[src/rtl/mcs_led_pkg.sv]
// Shared encodings for the MCS LED controller: channel modes, register offsets, CHn field positions.
// Latency: none (constants and a pure helper function only).
// Backpressure: not applicable.
package mcs_led_pkg;

    typedef enum logic [1:0] {
        MODE_STEADY = 2'd0,
        MODE_PWM    = 2'd1,
        MODE_BLINK  = 2'd2,
        MODE_OFF    = 2'd3
    } led_mode_t;

    // Byte offsets of the register map; the bus decodes word addresses.
    localparam logic [7:0] REG_CTRL    = 8'h00;
    localparam logic [7:0] REG_RAW     = 8'h04;
    localparam logic [7:0] REG_CH_BASE = 8'h08;

    // Field positions inside CTRL and CHn.
    localparam int CTRL_EN_BIT  = 0;
    localparam int CH_MODE_LSB  = 0;
    localparam int CH_MODE_W    = 2;
    localparam int CH_DUTY_LSB  = 8;
    localparam int CH_HALF_LSB  = 16;

    // Word index of a byte offset (address bits [1:0] are not decoded).
    function automatic int unsigned word_index(input logic [7:0] byte_off);
        return int'(byte_off) >> 2;
    endfunction

endpackage

[src/rtl/mcs_led_ctrl_if.sv]
// MicroBlaze MCS IO bus bundle between the bus master and the LED controller.
// Latency: wires only; the slave answers with io_ready one cycle after io_addr_strobe.
// Backpressure: none; every strobe is accepted and completed by exactly one io_ready.
interface mcs_led_ctrl_if #(
    parameter int ADDR_W = 8
);
    logic              io_addr_strobe;
    logic              io_write_strobe;
    logic              io_read_strobe;
    logic [ADDR_W-1:0] io_address;
    logic [31:0]       io_write_data;
    logic [31:0]       io_read_data;
    logic              io_ready;

    modport master (
        output io_addr_strobe,
        output io_write_strobe,
        output io_read_strobe,
        output io_address,
        output io_write_data,
        input  io_read_data,
        input  io_ready
    );

    modport slave (
        input  io_addr_strobe,
        input  io_write_strobe,
        input  io_read_strobe,
        input  io_address,
        input  io_write_data,
        output io_read_data,
        output io_ready
    );

endinterface

[src/rtl/mcs_led_channel.sv]
// One LED channel: config register, blink counter/state, mode mux and registered LED output.
// Latency: led follows its source (RAW bit, PWM compare, blink state, enable) by one cycle.
// Backpressure: none; config writes land on the edge that ends the strobe cycle.
module mcs_led_channel
    import mcs_led_pkg::*;
#(
    parameter int PWM_W   = 8,
    parameter int BLINK_W = 16
) (
    input  logic             clk,
    input  logic             reset,
    input  logic             en,
    input  logic             frame,
    input  logic [PWM_W-1:0] pwm_cnt,
    input  logic             raw_bit,
    input  logic             wr_en,
    input  logic [31:0]      wr_data,
    output logic [31:0]      cfg_rdata,
    output logic             led
);

    led_mode_t          mode_q;
    logic [PWM_W-1:0]   duty_q;
    logic [BLINK_W-1:0] half_q;
    logic [BLINK_W-1:0] blink_cnt;
    logic               blink_state;
    logic [BLINK_W-1:0] blink_last;
    logic               pwm_on;
    logic               chan_out;
    logic               led_q;

    // Channel configuration register, loaded by a bus write to this CHn word.
    always_ff @(posedge clk) begin
        if (reset) begin
            mode_q <= MODE_STEADY;
            duty_q <= '0;
            half_q <= '0;
        end else if (wr_en) begin
            mode_q <= led_mode_t'(wr_data[CH_MODE_LSB +: CH_MODE_W]);
            duty_q <= wr_data[CH_DUTY_LSB +: PWM_W];
            half_q <= wr_data[CH_HALF_LSB +: BLINK_W];
        end
    end

    // Terminal blink count (a half-period of 0 behaves like 1) and the duty compare.
    always_comb begin
        blink_last = '0;
        if (half_q != '0) begin
            blink_last = half_q - BLINK_W'(1);
        end
        pwm_on = (pwm_cnt < duty_q);
    end

    // Blink timebase: any config write (which is also the only way to enter or leave
    // BLINK) or a disabled controller restarts it; otherwise it advances once per frame.
    always_ff @(posedge clk) begin
        if (reset) begin
            blink_cnt   <= '0;
            blink_state <= 1'b0;
        end else if (wr_en || !en) begin
            blink_cnt   <= '0;
            blink_state <= 1'b0;
        end else if (frame && (mode_q == MODE_BLINK)) begin
            if (blink_cnt == blink_last) begin
                blink_cnt   <= '0;
                blink_state <= ~blink_state;
            end else begin
                blink_cnt <= blink_cnt + BLINK_W'(1);
            end
        end
    end

    // Mode mux; a disabled controller forces the channel dark.
    always_comb begin
        chan_out = 1'b0;
        if (en) begin
            unique case (mode_q)
                MODE_STEADY: chan_out = raw_bit;
                MODE_PWM:    chan_out = pwm_on;
                MODE_BLINK:  chan_out = blink_state & pwm_on;
                MODE_OFF:    chan_out = 1'b0;
                default:     chan_out = 1'b0;
            endcase
        end
    end

    // Output flop driving the pin.
    always_ff @(posedge clk) begin
        if (reset) begin
            led_q <= 1'b0;
        end else begin
            led_q <= chan_out;
        end
    end

    // Read-back image of the config word; unused bits read as zero.
    always_comb begin
        cfg_rdata = '0;
        cfg_rdata[CH_MODE_LSB +: CH_MODE_W] = mode_q;
        cfg_rdata[CH_DUTY_LSB +: PWM_W]     = duty_q;
        cfg_rdata[CH_HALF_LSB +: BLINK_W]   = half_q;
    end

    assign led = led_q;

endmodule

[src/rtl/mcs_led_ctrl.sv]
// MCS IO-bus LED controller: bus decode, CTRL/RAW registers, prescaler, PWM counter, NUM_LEDS channels.
// Latency: io_ready one cycle after io_addr_strobe; led follows a register write one cycle after io_ready.
// Backpressure: none; every strobe (mapped or not) completes with a single io_ready pulse.
module mcs_led_ctrl
    import mcs_led_pkg::*;
#(
    parameter int NUM_LEDS = 8,
    parameter int PWM_W    = 8,
    parameter int PRESCALE = 125,
    parameter int BLINK_W  = 16,
    parameter int ADDR_W   = 8
) (
    input  logic                clk,
    input  logic                reset,
    mcs_led_ctrl_if.slave       bus,
    output logic [NUM_LEDS-1:0] led
);

    localparam int PRE_W = (PRESCALE > 1) ? $clog2(PRESCALE) : 1;
    localparam int unsigned CTRL_IDX    = word_index(REG_CTRL);
    localparam int unsigned RAW_IDX     = word_index(REG_RAW);
    localparam int unsigned CH_BASE_IDX = word_index(REG_CH_BASE);

    logic                en_q;
    logic [NUM_LEDS-1:0] raw_q;
    logic [PRE_W-1:0]    pre_cnt;
    logic [PWM_W-1:0]    pwm_cnt;
    logic                tick;
    logic                frame;

    int unsigned         widx;
    logic                do_write;
    logic                do_read;
    logic                sel_ctrl;
    logic                sel_raw;
    logic [NUM_LEDS-1:0] sel_ch;
    logic [31:0]         ch_rdata [NUM_LEDS];
    logic [31:0]         rdata_mux;

    logic                ready_q;
    logic [31:0]         rdata_q;

    // Address decode and read mux; a write qualifier suppresses read data.
    always_comb begin
        widx     = 32'(bus.io_address[ADDR_W-1:2]);
        do_write = bus.io_addr_strobe & bus.io_write_strobe;
        do_read  = bus.io_addr_strobe & bus.io_read_strobe & ~bus.io_write_strobe;
        sel_ctrl = (widx == CTRL_IDX);
        sel_raw  = (widx == RAW_IDX);
        sel_ch   = '0;
        for (int i = 0; i < NUM_LEDS; i++) begin
            sel_ch[i] = (widx == CH_BASE_IDX + unsigned'(i));
        end
        rdata_mux = '0;
        if (sel_ctrl) begin
            rdata_mux[CTRL_EN_BIT] = en_q;
        end
        if (sel_raw) begin
            rdata_mux[NUM_LEDS-1:0] = raw_q;
        end
        for (int i = 0; i < NUM_LEDS; i++) begin
            if (sel_ch[i]) begin
                rdata_mux = ch_rdata[i];
            end
        end
    end

    // Access completion: every strobe earns one io_ready; unmapped reads return zero.
    always_ff @(posedge clk) begin
        if (reset) begin
            ready_q <= 1'b0;
            rdata_q <= '0;
        end else begin
            ready_q <= bus.io_addr_strobe;
            rdata_q <= do_read ? rdata_mux : '0;
        end
    end

    // CTRL and RAW registers.
    always_ff @(posedge clk) begin
        if (reset) begin
            en_q  <= 1'b0;
            raw_q <= '0;
        end else begin
            if (do_write && sel_ctrl) begin
                en_q <= bus.io_write_data[CTRL_EN_BIT];
            end
            if (do_write && sel_raw) begin
                raw_q <= bus.io_write_data[NUM_LEDS-1:0];
            end
        end
    end

    // Tick on the last prescaler count; a frame is the tick on which the PWM counter wraps.
    always_comb begin
        tick  = en_q && (pre_cnt == PRE_W'(PRESCALE - 1));
        frame = tick && (pwm_cnt == '1);
    end

    // Shared timebase, held at zero while the controller is disabled.
    always_ff @(posedge clk) begin
        if (reset || !en_q) begin
            pre_cnt <= '0;
            pwm_cnt <= '0;
        end else begin
            if (tick) begin
                pre_cnt <= '0;
                pwm_cnt <= pwm_cnt + PWM_W'(1);
            end else begin
                pre_cnt <= pre_cnt + PRE_W'(1);
            end
        end
    end

    for (genvar g = 0; g < NUM_LEDS; g++) begin : g_ch
        mcs_led_channel #(
            .PWM_W   (PWM_W),
            .BLINK_W (BLINK_W)
        ) u_ch (
            .clk       (clk),
            .reset     (reset),
            .en        (en_q),
            .frame     (frame),
            .pwm_cnt   (pwm_cnt),
            .raw_bit   (raw_q[g]),
            .wr_en     (do_write & sel_ch[g]),
            .wr_data   (bus.io_write_data),
            .cfg_rdata (ch_rdata[g]),
            .led       (led[g])
        );
    end

    assign bus.io_ready     = ready_q;
    assign bus.io_read_data = rdata_q;

endmodule

[src/flat_wrapper.sv]
// flat-port wrapper written by rule: the top's interface ports become plain ports
module mcs_led_ctrl_flat import mcs_led_pkg::*;
#(
    parameter int NUM_LEDS = 8,
    parameter int PWM_W    = 8,
    parameter int PRESCALE = 125,
    parameter int BLINK_W  = 16,
    parameter int ADDR_W   = 8
)
  (clk, reset, led, bus_io_addr_strobe, bus_io_write_strobe, bus_io_read_strobe, bus_io_address, bus_io_write_data, bus_io_read_data, bus_io_ready);
  mcs_led_ctrl_if #(.ADDR_W(ADDR_W)) bus_i ();
  input  logic clk;
  input  logic reset;
  output logic [NUM_LEDS-1:0] led;
  input wire logic [$bits(bus_i.io_addr_strobe)-1:0] bus_io_addr_strobe;
  input wire logic [$bits(bus_i.io_write_strobe)-1:0] bus_io_write_strobe;
  input wire logic [$bits(bus_i.io_read_strobe)-1:0] bus_io_read_strobe;
  input wire logic [$bits(bus_i.io_address)-1:0] bus_io_address;
  input wire logic [$bits(bus_i.io_write_data)-1:0] bus_io_write_data;
  output wire logic [$bits(bus_i.io_read_data)-1:0] bus_io_read_data;
  output wire logic [$bits(bus_i.io_ready)-1:0] bus_io_ready;
  assign bus_i.io_addr_strobe = bus_io_addr_strobe;
  assign bus_i.io_write_strobe = bus_io_write_strobe;
  assign bus_i.io_read_strobe = bus_io_read_strobe;
  assign bus_i.io_address = bus_io_address;
  assign bus_i.io_write_data = bus_io_write_data;
  assign bus_io_read_data = bus_i.io_read_data;
  assign bus_io_ready = bus_i.io_ready;
  mcs_led_ctrl #(.NUM_LEDS(NUM_LEDS), .PWM_W(PWM_W), .PRESCALE(PRESCALE), .BLINK_W(BLINK_W), .ADDR_W(ADDR_W)) u_core (.clk(clk), .reset(reset), .bus(bus_i), .led(led));
endmodule
[config.mk]
export PLATFORM = sky130hd
export DESIGN_NAME = mcs_led_ctrl_flat
export DESIGN_NICKNAME = d
export VERILOG_FILES = /design/src/rtl/mcs_led_pkg.sv /design/src/rtl/mcs_led_ctrl_if.sv /design/src/rtl/mcs_led_channel.sv /design/src/rtl/mcs_led_ctrl.sv /design/src/flat_wrapper.sv
export SDC_FILE = /design/constraint.sdc
export NUM_CORES = 1
export LEC_CHECK = 0
export ABC_CLOCK_PERIOD_IN_PS = 4400
export BUFFER_PORTS_ARGS = -buffer_cell sky130_fd_sc_hd__buf_2
export CAP_MARGIN = 20
export CORE_MARGIN = 2
export CORE_UTILIZATION = 37
export DETAILED_ROUTE_END_ITERATION = 6
export GPL_ROUTABILITY_DRIVEN = 1
export GPL_TIMING_DRIVEN = 0
export SLEW_MARGIN = 20
export SYNTH_ARGS = -nofsm -noshare
export SYNTH_HDL_FRONTEND = slang
export SYNTH_SLANG_ARGS = --single-unit
[constraint.sdc]
create_clock -name clk -period 4.4 [get_ports clk]
set_input_delay 0.44 -clock clk [delete_from_list [all_inputs] [get_ports clk]]
set_output_delay 0.44 -clock clk [all_outputs]
set_load 0.02 [all_outputs]
==> results of run 1 <==
## power groups by stage
stage / clock, mW / sequential [mW] / combinational (mW)
2_1_floorplan: 0 / 3.79 / 0.198
3_3_place_gp: 0 / 3.79 / 0.333
3_5_place_dp: 0 / 3.80 / 0.332
4_1_cts: 4.09 / 3.71 / 0.333
5_1_grt: 4.25 / 3.71 / 0.360
6_report: 4.04 / 3.71 / 0.345
## worst min path at each step
stage | startpoint | to
2_1_floorplan | u_core.pre_cnt[0] | u_core.pre_cnt[0]
3_3_place_gp | u_core.g_ch[4].u_ch.duty_q[4] | u_core.g_ch[4].u_ch.duty_q[4]
3_5_place_dp | u_core.g_ch[0].u_ch.duty_q[4] | u_core.g_ch[0].u_ch.duty_q[4]
4_1_cts | bus_io_write_data[5] | u_core.raw_q[5]
5_1_grt | bus_io_write_data[7] | u_core.raw_q[7]
6_report | bus_io_write_data[5] | u_core.raw_q[5]
## flip-flops by register name, indices dropped and copies added (netlist names)
name and count:
u_core.en_q 1, u_core.raw_q 8, u_core.bus.io_ready 1, u_core.g_ch.u_ch.blink_state 8
u_core.g_ch.u_ch.duty_q 64, u_core.g_ch.u_ch.half_q 128, u_core.g_ch.u_ch.led 8, u_core.pwm_cnt 8
u_core.bus.io_read_data 32, u_core.pre_cnt 7, u_core.g_ch.u_ch.blink_cnt 128, u_core.g_ch.u_ch.mode_q 16
## worst min-delay path: stages
cell and delay, ns:
sky130_fd_sc_hd__buf_2 0.07, sky130_fd_sc_hd__mux2i_1 0.05, sky130_fd_sc_hd__nor2_1 0.07
## area by class of cell
class	instances	share of cell area, %
repair buffers	57	1.016
diodes	2	0.01782
plain buffers	263	4.019
multi-input cells	2519	54.69
clock inverters	24	0.9089
flip-flops and latches	409	29.18
inverters	124	1.657
clock buffers	61	4.620
well taps	873	3.890
## metal layers
layer | vias up | GRT usage (%) | part of all wire (%)
met2 | 1012 | 38.59 | 44
met5 | - | 0 | 0.021
met3 | 230 | 4.269 | 8.1
li1 | 11873 | - | -
met1 | 11689 | 33.07 | 43
met4 | 2 | 11.30 | 4.7
## cell usage in the layout (no fill, tap or decap), types with 14 or more instances in the layout
| cell | synthesis | final |
|---|---|---|
| sky130_fd_sc_hd__nand2_1 | 567 | 567 |
| sky130_fd_sc_hd__dfxtp_1 | 409 | 403 |
| sky130_fd_sc_hd__a21oi_1 | 304 | 304 |
| sky130_fd_sc_hd__nor2_1 | 264 | 261 |
| sky130_fd_sc_hd__clkbuf_1 | 206 | 210 |
| sky130_fd_sc_hd__xnor2_1 | 140 | 140 |
| sky130_fd_sc_hd__nor3_1 | 132 | 131 |
| sky130_fd_sc_hd__inv_1 | 124 | 124 |
| sky130_fd_sc_hd__o21ai_0 | 103 | 103 |
| sky130_fd_sc_hd__xor2_1 | 84 | 84 |
| sky130_fd_sc_hd__ha_1 | 75 | 75 |
| sky130_fd_sc_hd__nand3_1 | 73 | 73 |
| sky130_fd_sc_hd__buf_2 | 14 | 71 |
| sky130_fd_sc_hd__nand4_1 | 70 | 70 |
| sky130_fd_sc_hd__mux2i_1 | 61 | 61 |
| sky130_fd_sc_hd__nor4_1 | 51 | 47 |
| sky130_fd_sc_hd__clkbuf_16 | 0 | 46 |
| sky130_fd_sc_hd__or4_1 | 37 | 37 |
| sky130_fd_sc_hd__or3_1 | 36 | 36 |
| sky130_fd_sc_hd__buf_4 | 32 | 32 |
| sky130_fd_sc_hd__nand2b_1 | 28 | 28 |
| sky130_fd_sc_hd__nor2b_1 | 28 | 28 |
| sky130_fd_sc_hd__a21o_1 | 23 | 23 |
| sky130_fd_sc_hd__a31oi_1 | 22 | 22 |
| sky130_fd_sc_hd__and2_1 | 21 | 21 |
| sky130_fd_sc_hd__and3_1 | 21 | 21 |
| sky130_fd_sc_hd__or2_2 | 20 | 20 |
| sky130_fd_sc_hd__nand3b_1 | 19 | 19 |
| sky130_fd_sc_hd__a222oi_1 | 18 | 18 |
| sky130_fd_sc_hd__a221o_1 | 18 | 18 |
| sky130_fd_sc_hd__a211oi_1 | 18 | 18 |
| sky130_fd_sc_hd__a22oi_1 | 17 | 17 |
| sky130_fd_sc_hd__o211ai_1 | 17 | 17 |
| sky130_fd_sc_hd__o22ai_1 | 17 | 17 |
| sky130_fd_sc_hd__o31ai_1 | 14 | 14 |
## cell families (layout without fill, tap and decap cells)
group	after synthesis	count (layout)	synth area share, %
and+or+nand+nor	1441	1441	27.77
AOI/OAI and AO/OA	696	696	17.59
DFF	409	409	32.67
buffers and inverters	387	529	6.345
xor gates and xnor gates	237	237	9.001
adders and majority gates	75	75	3.744
muxes	70	70	2.885
other	0	2	0
## stage by stage
| stage | instance area, um2 | setup TNS, ns |
|---|---|---|
| 6_report | 28080 | 0 |
| 5_1_grt | 28080 | 0 |
| 4_1_cts | 28030 | 0 |
| 3_5_place_dp | 26460 | -18.54 |
| 3_3_place_gp | 26440 | -52.67 |
| 2_1_floorplan | 25060 | 0 |
## repair_timing
action / CTS / global route
gates resized for setup: 7 / 6
cloned: 0 / 0
setup endpoints to repair: 60 / 30
setup buffers: 0 / 0
==> parameters.txt, run 1 <==
Parameter                              Value

Finish
  Reg area ... 0.008195 mm2
  Post-route core utilization ... 41.81%
  Area of the multi-input gates ... 0.01536 mm2
  Share of cells above drive strength 1 ... around 7.4%
  Final std cells w/o fill ... 4332
  Fin nets ... 3540
  Layout Area Growth over Synthesis ... 12.04%
  Fill count ... between 6000 and 7000

STA
  Peak Freq ... 0.2369 GHz
  Worst hold slack ... approximately 0.072 ns
  Worst slew margin relative to its limit ... 25.27%
  Final critical path time including I/O delays and setup ... ~4.2 ns
  Final Max Tran Viols ... 0
  RSZ-0062 raised after global routing ... no
  Setup-violating endpoint count in the final report ... 0
  Post-route worst setup slack ... 0.1796 ns
  Slew at the pin closest to its max-slew limit ... 1.111 ns
  Number of hold-slack violations in the final timing report ... 0
  Post-route fraction of the period consumed by the critical path ... 95.92%
  Skew final ... ~0.023 ns

Floorplan
  Floorplan die width ... 264.3 um
  I/O pin count ... 86
  Full die area ... 0.06984 mm2
  Row count ... 95
  Effective utilization at floorplan ... 37.32%
  Total core area ... 0.06716 mm2
  Vertical die dimension ... 264.3 um

Worst setup path
  FF-to-FF path depth ... 11
  Instance count on the critical path ... 11
  Critical path endpoint category ... register
  Endpoint of the worst register-to-register path ... u_core.g_ch[1].u_ch.blink_cnt[15]
  Library cell contributing the largest single delay on the critical path ... sky130_fd_sc_hd__dfxtp_1
  Minimum setup slack among reg-to-reg paths ... ~0.18 ns
  Delay-heaviest family, CP ... simple AND/OR/NAND/NOR gates
  Number of buffers and inverters on the critical path ... 3
  Crit-path most repeated cell ... sky130_fd_sc_hd__nand4_1
  Source of the worst register-to-register timing path ... u_core.pwm_cnt[6]
  Delay of the slowest critical-path stage ... 0.75 ns
  Critical path cell sequence ... nand3_1 -> nor4_4 -> clkbuf_4 -> and3b_1 -> clkbuf_1 -> nand4_1 -> nor4_1 -> nand4_1 -> nand2_1 -> buf_2 -> nor2_1
  Crit Path Max Fanout ... 11
  Worst Setup Path Type ... register to register
  Endpoint of the most critical setup path ... u_core.g_ch[1].u_ch.blink_cnt[15]
  Launching instance or port of the critical path ... u_core.pwm_cnt[6]
  Critical path data arrival time ... between 4 and 5 ns
  Kind of launch point of the worst setup path ... register
  Data required time of the critical path ... 4.89 ns

Synth
  Share of Yosys cell area claimed by the top area cell type ... 32.67%
  Leading post-synthesis cells by instance count ... sky130_fd_sc_hd__nand2_1 (567), sky130_fd_sc_hd__dfxtp_1 (409), sky130_fd_sc_hd__a21oi_1 (304)
  Share of synthesized area occupied by flip-flops and latches ... 32.67%
  Post-Synthesis Cells ... 3315
  Fraction of registers with async set/reset ... 0%
  Cell accounting for the most synthesized area ... sky130_fd_sc_hd__dfxtp_1
  Netlist area before placement ... 0.02506 mm2
  Nets in the synthesized netlist ... 3435
  Flop and latch count out of synthesis ... ~410
  Ranking of synthesized cells by area ... sky130_fd_sc_hd__dfxtp_1 (33%), sky130_fd_sc_hd__nand2_1 (8.5%), sky130_fd_sc_hd__a21oi_1 (6.1%)
  Number of warning messages in the yosys log ... 0
  Post-synth EDFFs ... 0
  Average size of a mapped cell ... 7.561 um2
  Top flip-flop cell by instance count after synthesis ... sky130_fd_sc_hd__dfxtp_1
  Top-count cell post-synth ... sky130_fd_sc_hd__nand2_1
  Unique masters post-synth ... 80

Power
  Sw Share ... 24.38%
  Fraction of power consumed by combinational cells ... 4.3%
  Switching power ... 1.974 mW
  Pwr Density ... roughly 290 mW/mm2
  Part of the total power dissipated in sequential elements ... 45.9%
  Leakage power summed over all cells ... between 9 and 10 nW
  Int Pwr ... a little over 6 mW
  Max IR drop VDD ... 0.2928 mV
  Clock power share ... about 50%
  Overall power of the completed layout ... 8.095 mW

Detailed routing
  Wire per inst ... around 21 um
  Remaining number of nets flagged by the antenna check after routing ... 0
  Via count ... ~25000
  Drt first-iter violations ... about 2400
  Wirelength, routed ... roughly 89000 um
  DRC viols ... 12
  1st-pass router iterations ... 7
  Post-detailed-route via-to-cell ratio ... roughly 5.7

Worst hold path
  Depth of the worst hold-timing path ... 3
  Kind of path behind the tightest hold check ... input port to register

Global route
  Initial antenna violation count ... 4
  Vias in the first global route ... 22440
  Maximum number of pins on one net before global-route repair ... 15
  Overall Global Routing Usage ... roughly 25%
  Global-route wire length before repair ... approximately 130000 um
  Congestion Overflow GR ... 0

Clock tree
  Maximum level of the CTS H-tree ... 2
  CTS max path bufs ... 3
  Clock root cell ... sky130_fd_sc_hd__clkbuf_16
  TritonCTS clock tree ... done
  Post-cts hold buffer count ... 0
  Source-to-sink clock delay at the later pin of the worst-skew pair ... 0.61 ns
  Number of CTS-inserted buffers ... 46
  Total number of clock tree sinks ... around 400
  Post-CTS clock slew at the launch and capture registers of the worst setup and hold paths ... 0.06 ns

Placed design
  Half-perimeter wire length after detailed placement ... between 60000 and 70000 um
  Total of buffers placed on input and output ports ... 57
  Inst Count DP ... ~4200
  Placer congestion estimate ... between 0.9 and 1
  Pre-CTS WS ... -0.5720 ns

Outcome
  Run status ... finished with violations
  Violations in the final reports ... DRC

Run
  Max-cap violation count ... 0
Note: power is estimated with default switching activity, not from simulation.
==> inputs of run 2 (changes only) <==
--- a/config.mk
+++ b/config.mk
@@ -7,6 +7,5 @@
 export LEC_CHECK = 0
-export ABC_CLOCK_PERIOD_IN_PS = 4400
+export ABC_CLOCK_PERIOD_IN_PS = 5300
 export BUFFER_PORTS_ARGS = -buffer_cell sky130_fd_sc_hd__buf_2
 export CAP_MARGIN = 20
-export CORE_MARGIN = 2
 export CORE_UTILIZATION = 37
==> constraint.sdc (replaced) <==
create_clock -name clk -period 5.3 [get_ports clk]
set_input_delay 1.06 -clock clk [delete_from_list [all_inputs] [get_ports clk]]
set_output_delay 1.06 -clock clk [all_outputs]
set_load 0.02 [all_outputs]
==> run 2 against run 1 <==
Against the previous run:
- highest routed layer unchanged
- critical endpoint is now u_core.g_ch[1].u_ch.blink_cnt[14]
- cell area grew 0.17%
- the run now ends clean
- combinational power fell by 18%
- die area is 1.5% lower
- largest power group unchanged
- largest cell class unchanged
- fmax down 13%
- worst setup slack better by 0.26 ns
- wire length is 1.3% lower
- total power down 15%
- sequential power shrank 17%
- first-iteration DRC count is 1.9% higher
- clock power is 13% lower
- sequential cell count stayed put
==> parameters.txt, run 2 (synthesized netlist as in run 1, its figures left out) <==
Parameter                              Value

Worst setup path
  Minimum setup slack among reg-to-reg paths ... 0.44 ns (was 0.18 ns)
  Launching instance or port of the critical path ... u_core.pwm_cnt[1] (was u_core.pwm_cnt[6])
  Critical path endpoint category ... register (unchanged)
  Crit Path Max Fanout ... 11 (unchanged)
  Source of the worst register-to-register timing path ... u_core.pwm_cnt[1] (was u_core.pwm_cnt[6])
  Worst Setup Path Type ... register to register (unchanged)
  Kind of launch point of the worst setup path ... register (unchanged)
  Critical path data arrival time ... 5.36 ns (was 4.71 ns)
  Data required time of the critical path ... 5.79 ns (was 4.89 ns)

Detailed routing
  Detailed-routed wire length on met3 ... 7236 um (was 7173 um)
  Wire per inst ... 20.23 um (was 20.50 um)
  Total routed wire length on the met1 layer ... 38170 um (was 38230 um)
  Uppermost metal layer occupied by signal nets ... met5 (unchanged)
  DRC viols ... 0 (was 12)
  Remaining number of nets flagged by the antenna check after routing ... 0 (unchanged)
  Routed wl met2 ... 37630 um (was 39180 um)
  Drt first-iter violations ... 2419 (was 2375)
  Wirelength, routed ... 87710 um (was 88820 um)
  1st-pass router iterations ... 6 (was 7)
  Via count ... 24724 (was 24806)
  Post-detailed-route via-to-cell ratio ... 5.703 (was 5.726)

Global route
  Initial antenna violation count ... 9 (was 4)
  Congestion Overflow GR ... 0 (unchanged)
  Vias in the first global route ... 22514 (was 22440)
  Overall Global Routing Usage ... 24.69% (was 24.66%)
  Maximum number of pins on one net before global-route repair ... 15 (unchanged)
  Global-route wire length before repair ... 134000 um (was 134700 um)

STA
  Final Max Tran Viols ... 0 (unchanged)
  Number of hold-slack violations in the final timing report ... 0 (unchanged)
  RSZ-0062 raised after global routing ... no (unchanged)
  Setup-violating endpoint count in the final report ... 0 (unchanged)
  Skew final ... 0.03248 ns (was 0.02256 ns)
  Final critical path time including I/O delays and setup ... 4.865 ns (was 4.220 ns)
  Slew at the pin closest to its max-slew limit ... 1.130 ns (was 1.111 ns)
  Worst hold slack ... 0.4541 ns (was 0.07237 ns)
  Post-route fraction of the period consumed by the critical path ... 91.79% (was 95.92%)
  Worst slew margin relative to its limit ... 24.08% (was 25.27%)
  Peak Freq ... 0.2056 GHz (was 0.2369 GHz)

Placed design
  Placer congestion estimate ... 0.9677 (was 0.9697)
  Half-perimeter wire length after detailed placement ... 65330 um (was 65880 um)
  Cell Area, Placed ... 0.02647 mm2 (was 0.02646 mm2)
  Total of buffers placed on input and output ports ... 57 (unchanged)

Floorplan
  Effective utilization at floorplan ... 37.39% (was 37.32%)
  Total core area ... 0.06704 mm2 (was 0.06716 mm2)
  Floorplan die width ... 262.3 um (was 264.3 um)
  I/O pin count ... 86 (unchanged)
  Row count ... 95 (unchanged)
  Vertical die dimension ... 262.3 um (was 264.3 um)
  Full die area ... 0.06879 mm2 (was 0.06984 mm2)

Finish
  Final Cell Area ... 0.02813 mm2 (was 0.02808 mm2)
  Commonest cells after routing, fill and taps aside ... sky130_fd_sc_hd__nand2_1 (567), sky130_fd_sc_hd__dfxtp_1 (409), sky130_fd_sc_hd__a21oi_1 (304), sky130_fd_sc_hd__nor2_1 (263), sky130_fd_sc_hd__clkbuf_1 (215) (was sky130_fd_sc_hd__nand2_1 (567), sky130_fd_sc_hd__dfxtp_1 (403), sky130_fd_sc_hd__a21oi_1 (304), sky130_fd_sc_hd__nor2_1 (261), sky130_fd_sc_hd__clkbuf_1 (210))
  Layout Area Growth over Synthesis ... 12.23% (was 12.04%)
  Fin nets ... 3543 (was 3540)
  Share of cells above drive strength 1 ... 7.081% (was 7.434%)
  Largest registers ranked by flip-flop count ... u_core.g_ch.u_ch.blink_cnt x128, u_core.g_ch.u_ch.half_q x128, u_core.g_ch.u_ch.duty_q x64 (unchanged)
  Most common cell after layout, fill and taps aside ... sky130_fd_sc_hd__nand2_1 (unchanged)
  Fill count ... 6889 (was 6928)

Power
  Part of the total power dissipated in sequential elements ... 44.9% (was 45.9%)
  Int Pwr ... 5.226 mW (was 6.122 mW)
  Fraction of power consumed by combinational cells ... 4.1% (was 4.3%)
  Sw Share ... 23.94% (was 24.38%)
  Pwr Density ... 244.3 mW/mm2 (was 288.3 mW/mm2)
  Max IR drop VDD ... 0.1768 mV (was 0.2928 mV)
  Clock power share ... 51.0% (was 49.9%)
  Overall power of the completed layout ... 6.871 mW (was 8.095 mW)
  Leakage power summed over all cells ... 9.600 nW (was 9.588 nW)
  Switching power ... 1.645 mW (was 1.974 mW)

Worst hold path
  Kind of path behind the tightest hold check ... register to register (was input port to register)
  Min-Delay Startpoint ... u_core.g_ch[0].u_ch.duty_q[5] (was bus_io_write_data[5])

Clock tree
  TritonCTS clock tree ... done (unchanged)
  Number of CTS-inserted buffers ... 47 (was 46)
  Post-cts hold buffer count ... 0 (unchanged)
  Clock root cell ... sky130_fd_sc_hd__clkbuf_16 (unchanged)
  Count of buffers added by post-CTS timing repair for setup ... 0 (unchanged)
  Maximum level of the CTS H-tree ... 2 (unchanged)
  Source-to-sink clock delay at the later pin of the worst-skew pair ... 0.62 ns (was 0.61 ns)
  Post-CTS clock slew at the launch and capture registers of the worst setup and hold paths ... 0.06 ns (about the same)
  Total number of clock tree sinks ... 409 (unchanged)
  Count of cells resized by post-cts repair ... 0 (was 7)
  CTS max path bufs ... 3 (unchanged)

Run
  Max-cap violation count ... 0 (unchanged)

Outcome
  Run status ... complete, no violations (was finished with violations)
## run 2: cell count changes in the layout (fill, tap and decap cells not counted), moves of 3 or more
cell and delta:
sky130_fd_sc_hd__nor4b_2 -3, sky130_fd_sc_hd__nor4b_1 +3, sky130_fd_sc_hd__clkbuf_8 -3, sky130_fd_sc_hd__bufinv_16 +3
sky130_fd_sc_hd__clkbuf_1 +5, sky130_fd_sc_hd__dfxtp_1 +6, sky130_fd_sc_hd__dfxtp_2 -6
## run 2: area by class of cell
class	count	area [um2]	area share, %
Tap cell	873	1092	3.883
Sequential cell	409	8188	29.11
Timing Repair Buffer	59	295.3	1.050
Buffer	263	1125	3.999
Antenna cell	2	5.005	0.01779
Clock buffer	62	1292	4.595
Inverter	124	465.4	1.655
Multi-Input combinational cell	2519	15320	54.48
Clock inverter	24	341.6	1.214
## run 2: power groups by stage
stage	clock network (mW)	logic (mW)	registers, mW
2_1_floorplan	0	0.165	3.15
3_3_place_gp	0	0.274	3.15
3_5_place_dp	0	0.274	3.15
4_1_cts	3.56	0.275	3.08
5_1_grt	3.67	0.297	3.08
6_report	3.50	0.284	3.08
## run 2: critical path, cell delays in order, from the launching register on
cell and delay, ns:
sky130_fd_sc_hd__dfxtp_1 0.67, sky130_fd_sc_hd__ha_1 0.34, sky130_fd_sc_hd__nand3_1 0.11, sky130_fd_sc_hd__nor4_2 0.24, sky130_fd_sc_hd__buf_2 0.27, sky130_fd_sc_hd__clkbuf_1 0.77
sky130_fd_sc_hd__and3b_1 0.42, sky130_fd_sc_hd__clkbuf_1 0.39, sky130_fd_sc_hd__nand4_1 0.16, sky130_fd_sc_hd__nor4_1 0.44, sky130_fd_sc_hd__nand4_1 0.26, sky130_fd_sc_hd__nand2_1 0.31
sky130_fd_sc_hd__buf_2 0.28, sky130_fd_sc_hd__nor2_1 0.07
## run 2: worst paths after layout
| path | depth (start not counted) | end |
|---|---|---|
| worst min-delay path | 2 | u_core.g_ch[0].u_ch.duty_q[5] |
| worst min register to register | 2 | u_core.g_ch[0].u_ch.duty_q[5] |
| worst max-delay path | 13 | u_core.g_ch[1].u_ch.blink_cnt[14] |
| worst max register to register | 13 | u_core.g_ch[1].u_ch.blink_cnt[14] |
## run 2: through the flow
stage	worst slack (ns)	util (%)	TNS, ns	instances
6_report	0.4353	41.96	0	4335
5_1_grt	0.3191	41.96	0	4334
4_1_cts	0.5402	41.92	0	4332
3_5_place_dp	0.5397	39.48	0	4246
3_3_place_gp	-0.2311	39.44	-3.358	4245
2_1_floorplan	1.844	-	0	3315
## run 2: routing by layer
| layer | vias to the layer above | GRT usage (%) |
|---|---|---|
| li1 | 11886 | - |
| met1 | 11535 | 32.81 |
| met4 | 4 | 12.48 |
| met2 | 1054 | 38.30 |
| met5 | - | 0 |
| met3 | 245 | 4.411 |
